## src/rtl/inst_fetch_pkg.sv

```systemverilog
// Shared widths and the fetch queue entry type for the instruction fetch unit.
package inst_fetch_pkg;

  localparam int INST_W  = 32;
  localparam int ADDR_W  = 32;
  localparam int PC_STEP = 4;

  typedef struct packed {
    logic [31:0] pc;
    logic [31:0] inst;
  } fetch_entry_t;

endpackage

```

## src/rtl/fetch_queue.sv

```systemverilog
// Power-of-two synchronous FIFO of {pc, inst} entries with a synchronous flush.
module fetch_queue
  import inst_fetch_pkg::*;
#(
  parameter int DEPTH = 2
) (
  input  logic         clk,
  input  logic         rst_n,
  input  logic         push,
  input  logic         pop,
  input  logic         flush,
  input  fetch_entry_t entry,
  output logic         full,
  output logic         empty,
  output fetch_entry_t head
);

  localparam int PW = $clog2(DEPTH);

  logic [PW-1:0] rd_ptr;
  logic [PW-1:0] wr_ptr;
  logic [PW:0]   count;
  fetch_entry_t  store [DEPTH];

  assign full  = (count == (PW + 1)'(DEPTH));
  assign empty = (count == '0);
  assign head  = store[rd_ptr];

  // Pointers wrap naturally because DEPTH is a power of two.
  always_ff @(posedge clk or negedge rst_n) begin
    if (!rst_n) begin
      rd_ptr <= '0;
      wr_ptr <= '0;
      count  <= '0;
    end else if (flush) begin
      rd_ptr <= '0;
      wr_ptr <= '0;
      count  <= '0;
    end else begin
      if (push) wr_ptr <= wr_ptr + 1'b1;
      if (pop)  rd_ptr <= rd_ptr + 1'b1;
      if (push && !pop)      count <= count + 1'b1;
      else if (!push && pop) count <= count - 1'b1;
    end
  end

  always_ff @(posedge clk) begin
    if (push && !flush) store[wr_ptr] <= entry;
  end

endmodule

```

## src/rtl/inst_fetch.sv

```systemverilog
// Instruction fetch: PC register, combinational memory read, queue to decode, redirect flush.
module inst_fetch
  import inst_fetch_pkg::*;
#(
  parameter logic [31:0] RESET_PC    = 32'h0000_0000,
  parameter int          QUEUE_DEPTH = 2
) (
  input  logic              clk,
  input  logic              rst_n,
  output logic              inst_read,
  output logic [ADDR_W-1:0] inst_address,
  input  logic [INST_W-1:0] inst_data,
  input  logic              redirect_valid,
  input  logic [ADDR_W-1:0] redirect_pc,
  output logic              if_valid,
  input  logic              if_ready,
  output logic [INST_W-1:0] if_inst,
  output logic [ADDR_W-1:0] if_pc
);

  // Handshake: an entry transfers on a rising edge where if_valid && if_ready;
  // if_valid never depends on if_ready, and the head holds until accepted.

  logic [ADDR_W-1:0] pc;
  logic              run_q;
  logic              full;
  logic              empty;
  logic              pop;
  fetch_entry_t      head;
  fetch_entry_t      entry;

  assign inst_read    = run_q && !redirect_valid && !full;
  assign inst_address = pc;
  assign if_valid     = !empty && !redirect_valid;
  assign pop          = if_valid && if_ready;
  assign if_inst      = head.inst;
  assign if_pc        = head.pc;
  assign entry        = '{pc: pc, inst: inst_data};

  always_ff @(posedge clk or negedge rst_n) begin
    if (!rst_n) begin
      pc    <= RESET_PC;
      run_q <= 1'b0;
    end else begin
      run_q <= 1'b1;
      if (redirect_valid) pc <= {redirect_pc[ADDR_W-1:2], 2'b00};
      else if (inst_read) pc <= pc + ADDR_W'(PC_STEP);
    end
  end

  fetch_queue #(
    .DEPTH(QUEUE_DEPTH)
  ) u_queue (
    .clk   (clk),
    .rst_n (rst_n),
    .push  (inst_read),
    .pop   (pop),
    .flush (redirect_valid),
    .entry (entry),
    .full  (full),
    .empty (empty),
    .head  (head)
  );

endmodule

```

## config.mk

```make
export PLATFORM = sky130hd
export DESIGN_NAME = inst_fetch
export DESIGN_NICKNAME = d
export VERILOG_FILES = /design/src/rtl/inst_fetch_pkg.sv /design/src/rtl/fetch_queue.sv /design/src/rtl/inst_fetch.sv
export SDC_FILE = /design/constraint.sdc
export NUM_CORES = 1
export LEC_CHECK = 0
export ABC_AREA = 1
export ABC_CLOCK_PERIOD_IN_PS = 6400
export CELL_PAD_IN_SITES_DETAIL_PLACEMENT = 1
export CELL_PAD_IN_SITES_GLOBAL_PLACEMENT = 1
export CORE_ASPECT_RATIO = 1.25
export CORE_UTILIZATION = 38
export DETAILED_ROUTE_END_ITERATION = 10
export DONT_BUFFER_PORTS = 1
export PLACE_DENSITY_LB_ADDON = 0.3
export SYNTH_ARGS = -nofsm -noshare
export SYNTH_HDL_FRONTEND = slang
export SYNTH_HIERARCHICAL = 1
export SYNTH_SLANG_ARGS = --single-unit
```

## constraint.sdc

```tcl
create_clock -name clk -period 6.4 [get_ports clk]
set_clock_uncertainty 0.2 [all_clocks]
set_input_delay 0 -clock clk [delete_from_list [all_inputs] [get_ports clk]]
set_output_delay 0 -clock clk [all_outputs]
set_load 0.005 [all_outputs]
```

---- After elaboration in Yosys (flattened, before gate mapping) ----
Memories as Yosys holds them, arrays and structs flattened.
Cells that the tools add are included.
cells by class
  add/sub/neg operators ................... 5
  equality and inequality tests ........... 1
  reductions and logical operators ........ 16
  muxes and demuxes ....................... 11
operators with widths
  kind                   count
  $mux 32                2
  $add 32x3->32 const B  1
  $logic_and 1x1->1      7
  $mux 1                 6
  $mux 2                 3
  $logic_not 1->1        5
  $reduce_bool 2->1      2
  $reduce_bool 3->1      1
  $add 1x1->1 const B    2
  $add 2x1->2 const B    1
  $eq 2x2->1 const B     1
  $logic_not 2->1        1
  $sub 2x1->2 const B    1
word-level totals
  word-level logic and storage cells ...... 39
  memories ................................ 1
  input bits .............................. 68
  RAM bits ................................ 128
  register bits after elaboration ......... 37
  output and inout port bits .............. 98
memories
  name           words  width  rd ports  clocked after memory_dff  wr ports  line               text
  u_queue.store  2      64     1         0                         1         fetch_queue.sv:23  fetch_entry_t store [DEPTH];

---- Depth between registers and ports, before layout ----
Gate-level depths: netlist (run 1).
  depth after elaboration ................. 8
  mapped depth ............................ 12
  mapped depth without buffers ............ 11

---- Cells and area by module ----
The synthesis (run 1) kept the hierarchy.
by module, submodules not included
  module       cells an instance  instances  area an instance (µm²)
  fetch_queue  232                1          4997.3
  inst_fetch   359                1          2307.2

---- Least setup slack after synthesis (run 1) ----
Ideal clock, no wire load.
  path type ............................... reg2reg
  start ................................... reg u_queue.count[0]
  end ..................................... mem u_queue/store[0][0] in the netlist's numbering, enable pin
  slack ................................... 1.761 ns
  clock period less this slack ............ 4.639 ns
  setup time .............................. 0.486 ns
  stages on the path, launching flop included .. 10
  required time ........................... 5.714 ns
  buffers on the path ..................... 1
  data arrival time ....................... 3.953 ns
  cells stage by stage .................... dfrtp_1 -> inv_1 -> nand2_1 -> inv_1 -> nor2_2 -> nand2_1 -> inv_2 -> buf_2 -> nand2_1 -> nor2_1
between the ends
  word-level cells in the longest chain between the ends .. 6
ends and longest elaborated chain
  element                       line               text
  start: declaration            fetch_queue.sv:22  logic [PW:0] count;
  start signal: assignment      fetch_queue.sv:42  if (push && !pop) count <= count + 1'b1;
  start signal: assignment      fetch_queue.sv:43  else if (!push && pop) count <= count - 1'b1;
  $eq 2x2->1                    fetch_queue.sv:25  assign full = (count == (PW + 1)'(DEPTH));
  net full                      inst_fetch.sv:26   logic full;
  $logic_not 1->1               inst_fetch.sv:32   assign inst_read = run_q && !redirect_valid && !full;
  $logic_and 1x1->1             inst_fetch.sv:32
  net inst_read                 inst_fetch.sv:10   output logic inst_read,
  $logic_and 1x1->1             fetch_queue.sv:48  if (push && !flush) store[wr_ptr] <= entry;
  $mux 1                        fetch_queue.sv:48
  $mux 1 (implied by the code)  fetch_queue.sv:48
  end: declaration              fetch_queue.sv:23
The timed path passes the listed nets, and every way through them passes these cells.

---- Worst setup path in the final report (run 1) ----
  start ................................... reg u_queue.count[0]
  end ..................................... mem u_queue/store[0][1] in the netlist's numbering, enable pin
Same word-level chain as after synthesis.

==> impl_metrics.toml, run 1 <==
[outcome]
status = "finished clean"

[synthesis]
synth_area_leader_cell = "edfxtp_1"
synth_cell_types = 31
synth_area_leaders = "edfxtp_1 (53%), dfrtp_1 (12%), mux2_4 (7.8%)"
yosysSeqAreaShare = 0.646
synth_top_area_share = 0.526
ys_warn_count = 6
synth_cells = 591
avgSynthCellArea_sq_um = 12.4
synth_area_sq_um = 7300
ys_seq_elements = 163

[cts]
cts_buffer_depth = 2
path_clk_slew_ns = 0.07
clock_sinks = 163
post_cts_buffers = 0
cts_resized = 0
holdBufCountCts = 116
cts_max_level = 4
numCtsBuffers = 17
cts_root_buf = "clkbuf_16"
clk-insertion-delay-late_ns = 0.42
cts_tree = "done"

[critical_path]
cpPeakStageDelay_ns = 0.98
cp.depth = 9
crit_chain = "inv_1 -> nand2_1 -> inv_1 -> nor2_2 -> nand2_1 -> inv_2 -> nand2_1 -> nor2_4 -> buf_4"
crit_type = "reg2reg"
rrSetupSlack_ns = 2.52
cp.required_ns = 6.28
cp_max_fo = 41
regToRegStartpoint = "u_queue/count[0]$_DFFE_PN0P_"
startpoint = "u_queue/count[0]$_DFFE_PN0P_"
r2r_cells = 9
worstPathArrival_ns = 3.76
crit_top_cell = "nand2_1"
endpoint = "u_queue/store[0][1]$_DFFE_PP_"
critPathBufInv = 4
startpoint_type = "flip-flop"
cp_top_family = "simple AND/OR/NAND/NOR gates"
reg2reg_to = "u_queue/store[0][1]$_DFFE_PP_"
cp_slowest_cell = "nor2_4"
critPathCaptureType = "flip-flop"

[layout]
final_common_cell = "nand2_1"
final_cell_mix = "nand2_1 (132), edfxtp_1 (128), dlygate4sd3_1 (113)"
synthToLayoutAreaGrowth_pct = 27.0
nets = 786
antenna_cells = 0
drive_above_1_share = 0.178

[sta]
fin_tns_setup_ns = 0
setup_violations = 0
setup_ws_ns = 2.52
timing.final.hold_violations = 0
worst_pin_slew_ns = 1.26
post-route-period-util = 0.606
rsz0062_at_grt = "false"
finalCriticalPeriod_ns = 3.88
fmax_mhz = 258
max_slew_margin = 0.159
holdWs_ns = 0.0401
slew_viol_final = 0

[worst_hold_path]
hold_class = "in2reg"
hold_depth = 1
hp-start = "inst_data[2]"

[route]
wl_per_cell_um = 18.7
first_pass_iters = 5
first_iter_violations = 225
drc = 0
ant_nets = 0
vias = 4772
routed_wl_mm = 18.0
viasPerCell = 4.96

[global_routing]
grt_pass1_vias = 5183
grt_max_degree = 67
grtUsageTotal = 0.190
grt-ovfl-total = 0
grt_pass1_wl_mm = 28.3
antenna_found_initial = 0

[placement]
place.gp.congestion = 0.847
hpwl_mm = 11.6
port_buffers = 0
pre_cts_slack_ns = 2.56

[job]
maxCapViolCount = 0

[pwr]
p_leak_nw = 3.50
powerDensity_nw_per_um2 = 293
peakVddDrop_v = 0.000165

[floorplanning]
die_width_um = 126
rows = 56
fp.dieArea_sq_um = 19800
start_util = 0.389
core_sq_um = 18800
die_height_um = 157
ios = 166
worst min path at each step:
| stage | slack (ns) | end |
|---|---|---|
| 2_1_floorplan | -0.50 | inst_address[10]$_DFFE_PN0P_ |
| 5_1_grt | 0.03 | u_queue/store[1][29]$_DFFE_PP_ |
| 3_3_place_gp | -0.49 | inst_address[30]$_DFFE_PN0P_ |
| 4_1_cts | 0.02 | u_queue/store[1][2]$_DFFE_PP_ |
| 6_report | 0.04 | u_queue/store[0][2]$_DFFE_PP_ |
| 3_5_place_dp | -0.49 | inst_address[30]$_DFFE_PN0P_ |
per-stage QoR:
step,power (mW),area [sq um],std cells,util
floorplan,1.60,7320,596,-
global placement,1.68,7530,814,0.401
detailed placement,1.70,7530,814,0.401
CTS,2.75,9280,962,0.494
global route,2.84,9280,962,0.494
finish,2.72,9280,962,0.494
power breakdown:
group	internal (mW)	switching, mW
logic	0.201	0.197
clock network	0.537	0.416
registers	1.24	0.132
synthesized netlist by cell type:
| master | number |
|---|---|
| nor3b_1 | 1 |
| a21oi_1 | 4 |
| buf_2 | 6 |
| o21ai_1 | 8 |
| nand3_1 | 51 |
| nor2_4 | 7 |
| mux2_4 | 38 |
| a31oi_1 | 1 |
| buf_4 | 2 |
| nand2_4 | 2 |
| o21ai_0 | 10 |
| o211ai_1 | 3 |
| nand2_2 | 5 |
| mux2_2 | 26 |
| clkbuf_1 | 2 |
| nand2_1 | 132 |
| inv_2 | 4 |
| xor2_1 | 6 |
| nand4_1 | 6 |
| buf_6 | 5 |
| dfrtp_1 | 35 |
| inv_1 | 51 |
| nor2_1 | 35 |
| edfxtp_1 | 128 |
| nor2_2 | 10 |
| ha_1 | 1 |
| a22o_1 | 2 |
| buf_1 | 1 |
| and2_1 | 1 |
| o21bai_1 | 6 |
| conb_1 | 2 |
logic make-up after synthesis:
kind of cell	after synthesis	synth area share
other	2	0.00103
and+or+nand+nor	250	0.155
buffers and inverters	71	0.0437
muxes	64	0.118
AOI/OAI and AO/OA	34	0.0276
DFF	163	0.646
adders and majority gates	1	0.00171
xor gates and xnor gates	6	0.00719
sequential cells by signal, summed over array words and instances (netlist names):
register / count
inst_address: 30
run_q: 1
u_queue/store: 128
u_queue/wr_ptr: 1
u_queue/count: 2
u_queue/rd_ptr: 1
area by class of cell:
cell class / instances / area, sq um
fillers: 1935 / 9500
flip-flops and latches: 163 / 4720
repair buffers: 118 / 1210
well taps: 232 / 290
multi-input cells: 362 / 2300
inverters: 55 / 206
clock buffers: 17 / 425
clock inverters: 15 / 129
routing by layer:
layer	wire length [um]	vias up	global-route usage
li1	-	2268	-
met4	175	0	0.0614
met1	7440	2380	0.218
met3	794	13	0.0500
met5	0	-	0
met2	9580	111	0.344
Note: power is estimated with default switching activity, not from simulation.
==> inputs of run 2 (changes only) <==
- ABC_CLOCK_PERIOD_IN_PS: 6400 -> 4050
- clock period: 6.4 -> 4.05 ns (I/O delays scaled with it)
==> impl_metrics.toml, run 2 (synthesized netlist as in run 1, its figures left out) <==
[outcome]
status = "finished clean"

[global_routing]
grt_use_met2 = 0.342
grt_max_degree = 67
busiest_layer = "met2"
grt-ovfl-total = 0
antenna_found_initial = 0
grt_pass1_wl_mm = 28.1
grt_util_met3 = 0.0510
grt_pass1_vias = 5177
grtUsageTotal = 0.190
gr-usage-met1 = 0.215

[layout]
largest_register_ffs = 128
top_register = "u_queue/store"
finalInstanceArea_sq_um = 9320
synthToLayoutAreaGrowth_pct = 27.6
drive_above_1_share = 0.180
antenna_cells = 0
nets = 785
final_common_cell = "nand2_1"
final_cell_mix = "nand2_1 (132), edfxtp_1 (128), dlygate4sd3_1 (112)"

[route]
ant_nets = 0
viasPerCell = 5.02
first_pass_iters = 4
vias = 4826
routed_wl_mm = 18.0
wl_per_cell_um = 18.7
drc = 0
first_iter_violations = 157

[job]
maxCapViolCount = 0

[floorplanning]
fp.dieArea_sq_um = 19800
start_util = 0.389
die_width_um = 126
rows = 56
core_sq_um = 18800
die_height_um = 157
ios = 166

[placement]
port_buffers = 0
placed_cell_area_sq_um = 7560
hpwl_mm = 11.4
place.gp.congestion = 0.833
pre_cts_slack_ns = 1.20

[pwr]
power.share.combinational = 0.145
p_int_mw = 3.18
p_leak_nw = 3.50
peakVddDrop_v = 0.000283
powerDensity_nw_per_um2 = 469
switching_power_mw = 1.19
p_seq_frac = 0.493
switching_share = 0.272
power.clock.fraction = 0.362

[critical_path]
worstPathArrival_ns = 3.27
crit_chain = "inv_1 -> nand2_1 -> inv_1 -> nor2_2 -> nor2_2 -> a22o_1 -> dlygate4sd3_1 -> inv_1 -> o21ai_1 -> dlygate4sd3_1"
startpoint_type = "flip-flop"
regToRegStartpoint = "u_queue/count[0]$_DFFE_PN0P_"
cpPeakStageDelay_ns = 0.59
reg2reg_to = "inst_address[8]$_DFFE_PN0P_"
cp.required_ns = 4.20
startpoint = "u_queue/count[0]$_DFFE_PN0P_"
cp_slowest_cell = "dlygate4sd3_1"
cp_max_fo = 13
r2r_cells = 10
crit_top_cell = "inv_1"
crit_type = "reg2reg"
critPathCaptureType = "flip-flop"
rrSetupSlack_ns = 0.94

[cts]
path_clk_slew_ns = 0.07
cts_max_level = 4
cts_resized = 0
numCtsBuffers = 17
cts_buffer_depth = 2
clk-insertion-delay-late_ns = 0.42
cts_tree = "done"
clock_sinks = 163
cts_root_buf = "clkbuf_16"

[sta]
max_slew_margin = 0.250
setup_ws_ns = 0.936
setup_violations = 0
timing.final.hold_violations = 0
slew_viol_final = 0
post-route-period-util = 0.769
finalCriticalPeriod_ns = 3.11
fin_tns_setup_ns = 0
rsz0062_at_grt = "false"
fmax_mhz = 321
worst_pin_slew_ns = 1.13

[worst_hold_path]
hold_class = "in2reg"
hold_depth = 1
min_to = "u_queue/store[1][22]$_DFFE_PP_"
hp-start = "inst_data[22]"
==> run 2: power by group through the flow <==
stage,logic [mW],clock network [mW],registers (mW)
after floorplan,0.435,0,2.09
after global placement,0.464,0,2.19
after detailed placement,0.482,0,2.20
after CTS,0.628,1.63,2.16
after global routing,0.696,1.69,2.19
final,0.633,1.58,2.16
==> run 2: how the worst max path moves through the flow <==
stage | end | slack [ns] | cells after the start
floorplan | u_queue/store[0][0]$_DFFE_PP_ | -0.59 | 9
CTS | inst_address[3]$_DFFE_PN0P_ | 1.14 | 9
global placement | u_queue/store[0][60]$_DFFE_PP_ | 1.30 | 9
finish | inst_address[8]$_DFFE_PN0P_ | 0.94 | 10
detailed placement | u_queue/store[0][61]$_DFFE_PP_ | 1.20 | 9
global route | inst_address[8]$_DFFE_PN0P_ | 0.82 | 10
==> run 2: what timing repair did <==
item,4_1_cts,5_1_grt
buffers inserted,0,0
endpoints found under the hold margin,134,0
endpoints found under the setup margin,0,0
hold buffers,115,0
==> run 2: per-layer routing <==
| layer | wire length (um) | vias to the layer above |
|---|---|---|
| li1 | - | 2271 |
| met1 | 7190 | 2378 |
| met2 | 9490 | 151 |
| met3 | 969 | 26 |
| met4 | 331 | 0 |
| met5 | 0 | - |
==> run 2: cell type report <==
type,instances,area (sq um)
clock buffer,17,425
clock inverter,15,156
fill,1938,9460
inverter,55,206
multi-input combinational,362,2300
sequential,163,4720
tap,232,290
timing repair buffer,117,1220
==> run 2: critical path: cells and delay by family (launching register included) <==
family | cells | cell delay, ns
buffers and inverters | 5 | 1.40
AND/OR/NAND/NOR | 3 | 0.67
flip-flops | 1 | 0.41
AO/OA/AOI/OAI | 2 | 0.36
==> run 2: through the flow <==
stage               cells  utilization  power [mW]  hold WS [ns]
global placement      814        0.403        2.66        -0.493
CTS                   961        0.496        4.42        0.0103
floorplan             596            -        2.53        -0.496
finish                961        0.496        4.38        0.0347
detailed placement    814        0.403        2.68        -0.494
global route          961        0.496        4.57        0.0218
